### src/rtl/hazard_forward_ctrl.sv
// hazard_forward_ctrl
//
// Purpose:
//   Operand forwarding and load-use hazard control for a classic 5-stage
//   pipeline. It serves NUM_SRC source operands per instruction and sits
//   between the ID/EX, EX/MEM and MEM/WB buffers.
//   - Forwarding is purely combinational and has no latency. For each
//     operand it picks the EX/MEM result, the MEM/WB data, or the
//     register-file value.
//   - A load-use hazard holds PC and IF/ID and bubbles ID/EX for
//     LOAD_STALL_CYC cycles. A small IDLE/STALL FSM with a down-counter
//     tracks the sequence.
//
// Parameters:
//   REG_ADDR_W      register address width (register 0 is hardwired zero)
//   DATA_W          operand/result data width
//   NUM_SRC         source operands per instruction (1..4)
//   LOAD_STALL_CYC  bubble cycles per load-use hazard (1..7)
//
// Ports:
//   clk, rst           rising-edge clock, synchronous active-high reset
//   flush              branch/jump flush, aborts any stall sequence
//   if_id_src_addr     source registers of the instruction in ID
//   id_ex_src_addr     source registers of the instruction in EX
//   id_ex_src_data     register-file operand values in EX
//   id_ex_dst_addr     destination of the instruction in EX
//   id_ex_mem_read     instruction in EX is a load
//   ex_mem_*           destination, write enable and ALU result in EX/MEM
//   mem_wb_*           destination, write enable and write-back data in MEM/WB
//   fwd_sel            per operand: 00 reg file, 10 EX/MEM, 01 MEM/WB
//   fwd_data           per-operand forwarded value
//   stall              hold PC and IF/ID
//   bubble             zero the ID/EX control signals (insert a NOP)
//   busy               FSM is in STALL
//
// Optional feature (macro FWD_STATS_EN):
//   Adds the saturating counters fwd_count and stall_count. fwd_count adds
//   the number of forwarded operands on every non-bubble cycle. stall_count
//   adds one on every stall cycle.

module hazard_forward_ctrl #(
  parameter int REG_ADDR_W     = 4,
  parameter int DATA_W         = 16,
  parameter int NUM_SRC        = 2,
  parameter int LOAD_STALL_CYC = 1
) (
  input  logic                          clk,
  input  logic                          rst,
  input  logic                          flush,
  input  logic [NUM_SRC*REG_ADDR_W-1:0] if_id_src_addr,
  input  logic [NUM_SRC*REG_ADDR_W-1:0] id_ex_src_addr,
  input  logic [NUM_SRC*DATA_W-1:0]     id_ex_src_data,
  input  logic [REG_ADDR_W-1:0]         id_ex_dst_addr,
  input  logic                          id_ex_mem_read,
  input  logic [REG_ADDR_W-1:0]         ex_mem_dst_addr,
  input  logic                          ex_mem_reg_write,
  input  logic [DATA_W-1:0]             ex_mem_result,
  input  logic [REG_ADDR_W-1:0]         mem_wb_dst_addr,
  input  logic                          mem_wb_reg_write,
  input  logic [DATA_W-1:0]             mem_wb_data,
  output logic [NUM_SRC*2-1:0]          fwd_sel,
  output logic [NUM_SRC*DATA_W-1:0]     fwd_data,
  output logic                          stall,
  output logic                          bubble,
  output logic                          busy
`ifdef FWD_STATS_EN
  ,
  output logic [15:0]                   fwd_count,
  output logic [15:0]                   stall_count
`endif
);

  typedef enum logic [0:0] {IDLE, STALL} state_t;

  localparam logic [2:0] CNT_LOAD = 3'(LOAD_STALL_CYC - 1);

  state_t                state_q, state_d;
  logic [2:0]            cnt_q, cnt_d;
  logic [REG_ADDR_W-1:0] src_addr;
  logic                  ex_mem_valid;
  logic                  mem_wb_valid;
  logic                  hz;

  // A stage can forward only if it writes a real (non-zero) register.
  assign ex_mem_valid = ex_mem_reg_write && (ex_mem_dst_addr != '0);
  assign mem_wb_valid = mem_wb_reg_write && (mem_wb_dst_addr != '0);

  // EX/MEM is checked first because it holds the youngest value.
  always_comb begin
    fwd_sel  = '0;
    fwd_data = '0;
    src_addr = '0;
    for (int i = 0; i < NUM_SRC; i++) begin
      src_addr = id_ex_src_addr[i*REG_ADDR_W +: REG_ADDR_W];
      if (ex_mem_valid && (ex_mem_dst_addr == src_addr)) begin
        fwd_sel[i*2 +: 2]       = 2'b10;
        fwd_data[i*DATA_W +: DATA_W] = ex_mem_result;
      end else if (mem_wb_valid && (mem_wb_dst_addr == src_addr)) begin
        fwd_sel[i*2 +: 2]       = 2'b01;
        fwd_data[i*DATA_W +: DATA_W] = mem_wb_data;
      end else begin
        fwd_sel[i*2 +: 2]       = 2'b00;
        fwd_data[i*DATA_W +: DATA_W] = id_ex_src_data[i*DATA_W +: DATA_W];
      end
    end
  end

  // The load in EX cannot forward its data to the instruction in ID in
  // time, so any ID source that matches the load destination is a hazard.
  always_comb begin
    hz = 1'b0;
    if (id_ex_mem_read && (id_ex_dst_addr != '0)) begin
      for (int i = 0; i < NUM_SRC; i++) begin
        if (if_id_src_addr[i*REG_ADDR_W +: REG_ADDR_W] == id_ex_dst_addr) begin
          hz = 1'b1;
        end
      end
    end
  end

  always_ff @(posedge clk) begin
    if (rst) begin
      state_q <= IDLE;
      cnt_q   <= 3'd0;
    end else begin
      state_q <= state_d;
      cnt_q   <= cnt_d;
    end
  end

  // The first bubble is raised combinationally in IDLE. STALL covers the
  // remaining LOAD_STALL_CYC-1 cycles. A flush overrides everything,
  // including a hazard seen in the same cycle.
  always_comb begin
    state_d = state_q;
    cnt_d   = cnt_q;
    stall   = 1'b0;
    bubble  = 1'b0;
    if (flush) begin
      state_d = IDLE;
      cnt_d   = 3'd0;
    end else begin
      case (state_q)
        IDLE: begin
          if (hz) begin
            stall  = 1'b1;
            bubble = 1'b1;
            if (LOAD_STALL_CYC > 1) begin
              state_d = STALL;
              cnt_d   = CNT_LOAD;
            end
          end
        end
        STALL: begin
          stall  = 1'b1;
          bubble = 1'b1;
          if (cnt_q == 3'd1) begin
            state_d = IDLE;
            cnt_d   = 3'd0;
          end else begin
            cnt_d = cnt_q - 3'd1;
          end
        end
        default: begin
          state_d = IDLE;
          cnt_d   = 3'd0;
        end
      endcase
    end
  end

  assign busy = (state_q == STALL);

`ifdef FWD_STATS_EN
  logic [15:0] fwd_count_q, fwd_count_d;
  logic [15:0] stall_count_q, stall_count_d;
  logic [2:0]  fwd_hits;
  logic [16:0] fwd_sum;

  // Forwarded operands are only counted on cycles that issue a real
  // instruction. A bubble cycle carries a NOP, so it is not counted.
  always_comb begin
    fwd_hits = 3'd0;
    for (int i = 0; i < NUM_SRC; i++) begin
      if (fwd_sel[i*2 +: 2] != 2'b00) begin
        fwd_hits = fwd_hits + 3'd1;
      end
    end
    fwd_sum       = {1'b0, fwd_count_q} + 17'(fwd_hits);
    fwd_count_d   = fwd_count_q;
    stall_count_d = stall_count_q;
    if (!bubble) begin
      fwd_count_d = fwd_sum[16] ? 16'hFFFF : fwd_sum[15:0];
    end
    if (stall && (stall_count_q != 16'hFFFF)) begin
      stall_count_d = stall_count_q + 16'd1;
    end
  end

  always_ff @(posedge clk) begin
    if (rst) begin
      fwd_count_q   <= 16'd0;
      stall_count_q <= 16'd0;
    end else begin
      fwd_count_q   <= fwd_count_d;
      stall_count_q <= stall_count_d;
    end
  end

  assign fwd_count   = fwd_count_q;
  assign stall_count = stall_count_q;
`else
  // Statistics counters are not built in this configuration.
`endif

endmodule

### config.mk
export PLATFORM = sky130hd
export DESIGN_NAME = hazard_forward_ctrl
export DESIGN_NICKNAME = d
export VERILOG_FILES = /design/src/rtl/hazard_forward_ctrl.sv
export SDC_FILE = /design/constraint.sdc
export NUM_CORES = 1
export LEC_CHECK = 0
export CAP_MARGIN = 20
export CORE_MARGIN = 4
export CORE_UTILIZATION = 25
export CTS_BUF_LIST = sky130_fd_sc_hd__clkbuf_16
export CTS_CLUSTER_DIAMETER = 150
export DETAILED_ROUTE_END_ITERATION = 10
export PLACE_DENSITY = 0.67
export SETUP_SLACK_MARGIN = 0.05
export SKIP_CTS_REPAIR_TIMING = 1
export SLEW_MARGIN = 0
export SYNTH_ARGS = -nofsm -noshare
export SYNTH_HDL_FRONTEND = slang
export SYNTH_SLANG_ARGS = --single-unit
### constraint.sdc
create_clock -name clk -period 1.6 [get_ports clk]
set_clock_uncertainty 0.05 [all_clocks]
set_input_delay 0.24 -clock clk [delete_from_list [all_inputs] [get_ports clk]]
set_output_delay 0.24 -clock clk [all_outputs]
set_load 0.02 [all_outputs]
After elaboration in Yosys (flattened, before gate mapping)
Index checks and enable logic that the tools add are counted.
{ "classes": {"n_reduce_logical": 12, "mux": 16, "bitwise": 1, "add_sub_neg": 1, "n_eq_ne": 7} }
{ "ops": {"columns": ["cell", "count"], "rows": [
  ["16-bit 2-to-1 mux", 4],
  ["4-bit equality test", 6],
  ["4-bit nonzero test", 3],
  ["1-bit 2-to-1 mux", 8],
  ["1-bit logical AND", 7],
  ["2-bit 2-to-1 mux", 2],
  ["3-bit by 1-bit equality test with 1-bit output, second input constant", 1],
  ["3-bit 2-to-1 mux", 1],
  ["3-bit OR reduction", 1],
  ["3-bit by 1-bit subtractor with 3-bit output, second input constant", 1],
  ["1-bit case mux with 2 select lines", 1],
  ["2-bit OR reduction", 1],
  ["1-bit inverter", 1]
]} }
{ "totals": {"wordCells": 39, "regBits": 4, "inputBits": 98} }

Longest topological paths before layout
{ "logic_depth": {"ltp_word": 7, "mapped_depth": 6, "depth_no_buf": 6} }

Worst setup path after synthesis
OpenSTA, ideal clock, no wires.
{ "synth_path": {"path_type": "input-to-output", "from": "in ex_mem_dst_addr[0]", "to": "out fwd_sel[0]", "n_path_buf": 1, "stages": 5, "t_arrival_ps": 1523, "setup_slack_ps": -213, "cell_sequence": "o41ai_4 or2_1 buf_6 inv_2 nor3_1"} }
{ "synth_via": {"elab_chain_cells": 4, "elab_cells_between_ends": 5, "cone_classes": "eq/ne (1); mux (1); reduce/logical (3)"} }
{ "synth_lines": {"columns": ["element", "line_no", "rtl"], "rows": [
  ["from (decl)", "55", "input logic [REG_ADDR_W-1:0] ex_mem_dst_addr,"],
  ["4-bit nonzero test", "85", "assign ex_mem_valid = ex_mem_reg_write && (ex_mem_dst_addr != '0);"],
  ["1-bit logical AND", "85", null],
  ["1-bit logical AND (*)", "95", "if (ex_mem_valid && (ex_mem_dst_addr == src_addr)) begin"],
  ["2-bit 2-to-1 mux (*)", "95", null],
  ["to (decl)", "61", "output logic [NUM_SRC*2-1:0] fwd_sel,"]
]} }
Mark *: on every way between the ends. The rest lies on a longest branch, timed or not.

Worst setup path in the final report
{ "layout_path": {"from": "in ex_mem_dst_addr[3]", "to": "out fwd_data[1]"} }
{ "layout_via": {"elab_chain_cells": 4, "elab_cells_between_ends": 5, "cone_classes": "eq/ne (1); mux (1); reduce/logical (3)"} }
{ "layout_lines": {"columns": ["element", "line_no", "rtl"], "rows": [
  ["4-bit nonzero test", "85", null],
  ["1-bit logical AND", "85", null],
  ["1-bit logical AND (*)", "95", null],
  ["16-bit 2-to-1 mux (*)", "95", null],
  ["to (decl)", "62", "output logic [NUM_SRC*DATA_W-1:0] fwd_data,"]
]} }
Marked as above.

==> metrics.csv <==
stage;metric;value;unit
critical_path;most frequent CP cell;buf_6;
logic_synthesis;EDFF count, synth;0;
pwr;Seq pwr share;5.3;%
die;FP Rows;29;
logic_synthesis;asr flop ratio synth;0;%
clocking;Clock Sinks;4;
pwr;power share of the combinational group;74.0;%
global_route;initial antenna violation count;0;
critical_path;Slowest-stage cell, CP;o41ai_4;
sta;final hold violations;0;
logic_synthesis;Yosys top cell by area;a31oi_2;
clocking;Clock Latency Late Sink;0.23;ns
logic_synthesis;most frequent cells after synthesis;nor3_1 (37), nand2_1 (33), a31oi_2 (20);
layout;utilization after layout;74.0;%
logic_synthesis;post-synthesis cell count;233;
clocking;CTS Buf Count;3;
routing;total wire length;9.54;mm
sta;Final Setup Violations;36;
pwr;Switch Pwr;724;uW
layout;Inserted Diodes;0;
clocking;clock transition at the registers of the reported paths;0.03;ns
logic_synthesis;post-synth top area share;15.4;%
sta;Max Slew Vio Count;0;
sta;Period minus WS final;2.05;ns
critical_path;critical path class;input pin to primary output;
critical_path;Max FO, Critical Path;7;
clocking;Clock Tree Buf Depth;2;
routing;wire per inst;20.1;um
clocking;root buffer cell;clkbuf_16;
placement;buffers added on ports;136;
clocking;CTS tree;built;
placement;HPWL after detailed placement;6.86;mm
status;failing checks;negative setup slack;
die;total core area;0.00631;mm^2
pwr;Worst VDD drop;0.000597;V
sta;Slew HR;67.6;%
die;DIE AREA;0.00786;mm^2
global_route;GR Util All Layers;19.9;%
logic_synthesis;register area share after synthesis;4.93;%
logic_synthesis;synthesized cell area;0.00163;mm^2
logic_synthesis;synth warn;0;
pwr;clock share of power;20.7;%
critical_path;Largest stage delay, worst path;0.46;ns
status;outcome;finished, violations left;
die;Die W;88.6;um
logic_synthesis;post-synthesis cell type count;32;
sta;Fmax;488;MHz
die;Starting Density;25.7;%
pwr;Power Dens Cells;406;mW/mm^2
logic_synthesis;mean post-synth cell area;6.98;um^2
logic_synthesis;Synth Net Count;333;
layout;nets@finish;499;
critical_path;crit path cell chain;buf_6, buf_8, o41ai_4, buf_4, or2_4, buf_6, clkbuf_16, a31oi_4, buf_6;
global_route;first-pass GRT wire length;12.3;mm
routing;via/cell ratio;5.36;
critical_path;CP startpoint kind;input pin;
placement;Placed Area;0.00372;mm^2
layout;Final Cell Area;0.00467;mm^2
sta;Slew @ Worst Pin;0.485;ns
pwr;Pint;1170;uW
critical_path;Arrival @ worst endpoint;1.76;ns
global_route;GRT overflow;0;
routing;Final ANT Viol Nets;0;
critical_path;critical path capture point type;primary output;
routing;DRC;0;
logic_synthesis;most frequent cell after synthesis;nor3_1;
hold_path;Hold WC Path Type;flip-flop to flip-flop;
clocking;H-Tree Level Count;1;
sta;worst hold margin;0.451;ns
placement;gpl congestion;0.881;
sta;final worst-path setup slack;-0.449;ns
routing;via count;2541;
critical_path;CP required;1.31;ns
logic_synthesis;main flop type after synthesis;dfxtp_1;
global_route;vias in the first global route;2467;
sta;RSZ-0062 raised after global routing;yes;
run;max_cap viols;0;
die;IO Count;137;
pwr;cell leakage power;0.00181;uW
die;DIE HEIGHT;88.6;um
layout;ratio of cells with drive above 1 in the final layout;58.7;%
pwr;switch share;38.2;%
layout;area delta synth->final;188;%
logic_synthesis;synth top area cells;a31oi_2 (15%), nor3_1 (11%), xor2_1 (8.6%), nand2_1 (7.6%), and3_1 (6.2%);
logic_synthesis;Synth Register Bits;4;
routing;Starting DRT DRC Count;94;
sta;Period Utilization, post-route;128;%
global_route;largest net degree at the start of global routing;18;
pwr;total power;1900;uW
routing;drt first pass iters;4;
-- power groups by stage --
stage	combinational, uW	clock, uW	sequential, uW
global route	1460	402	100
CTS	1120	399	100
finish	1400	393	100
floorplan	532	0	102
global placement	1110	0	102
detailed placement	1120	0	102
-- path summary, 6_finish.rpt --
path              cells after the start                    end             startpoint  slack [ns]
setup / recovery                      9            fwd_data[1]     ex_mem_dst_addr[3]       -0.45
hold / removal                        1  cnt_q[1]$_SDFFE_PP0P_  cnt_q[1]$_SDFFE_PP0P_        0.45
setup reg to reg                      4  cnt_q[1]$_SDFFE_PP0P_  cnt_q[1]$_SDFFE_PP0P_        0.20
hold reg to reg                       1  cnt_q[1]$_SDFFE_PP0P_  cnt_q[1]$_SDFFE_PP0P_        0.45
-- flip-flops by register name (all words and copies together) (netlist names) --
register and flops:
busy 1, cnt_q 3
-- per-layer routing --
metal / up-vias / wire length, um / global-route usage (%) / share of wire (%)
met5: - / 0 / 0 / 0
met4: 0 / 143 / 4.26 / 1.5
met3: 12 / 891 / 3.07 / 9.3
met2: 132 / 4750 / 37.0 / 50
met1: 1192 / 3750 / 24.0 / 39
li1: 1205 / - / - / -
-- cells in the final DEF (no fill, tap or decap), drive strengths merged, types with 8 or more instances in the layout --
cell type      netlist  layout
clkdlybuf4s50        0      67
o21ai               32      32
nand2               33      33
clkbuf               4      16
dlymetal6s2s         0      12
xor2                16      16
buf                 18      90
nor3                37      37
a31oi               32      32
xnor2                8       8
and3                16      16
-- stage by stage --
step,TNS [ns],cells,setup WS [ns]
after CTS,-45.59,459,-1.27
after global routing,-15.07,474,-0.477
after detailed placement,-45.63,456,-1.27
after global placement,-45.00,456,-1.27
final,-13.91,474,-0.449
after floorplan,-1.19,233,-0.0774
-- logic make-up (layout without fill, tap and decap cells) --
| kind of cell | after synthesis | after routing | synth area share (%) |
|---|---|---|---|
| DFF | 4 | 4 | 4.93 |
| and+or+nand+nor | 101 | 102 | 33.8 |
| adders and majority gates | 2 | 2 | 1.54 |
| buffers and inverters | 29 | 192 | 11.5 |
| muxes | 1 | 1 | 0.616 |
| AOI/OAI and AO/OA | 72 | 72 | 34.6 |
| xor gates and xnor gates | 24 | 24 | 12.9 |
-- layout make-up --
class                      count  area [um^2]
multi-input combinational    201         2350
inverter                       7         28.8
sequential                     4         80.1
timing repair buffer         182         2040
fill                         427         1640
clock buffer                   3         75.1
tap                           77         96.3
-- worst max-delay path, delay by kind of cell --
kind	cells	cell delay, ns
buf+inv	6	0.83
simple gates	1	0.12
compound gates	2	0.56
Note: power is estimated with default switching activity, not from simulation.
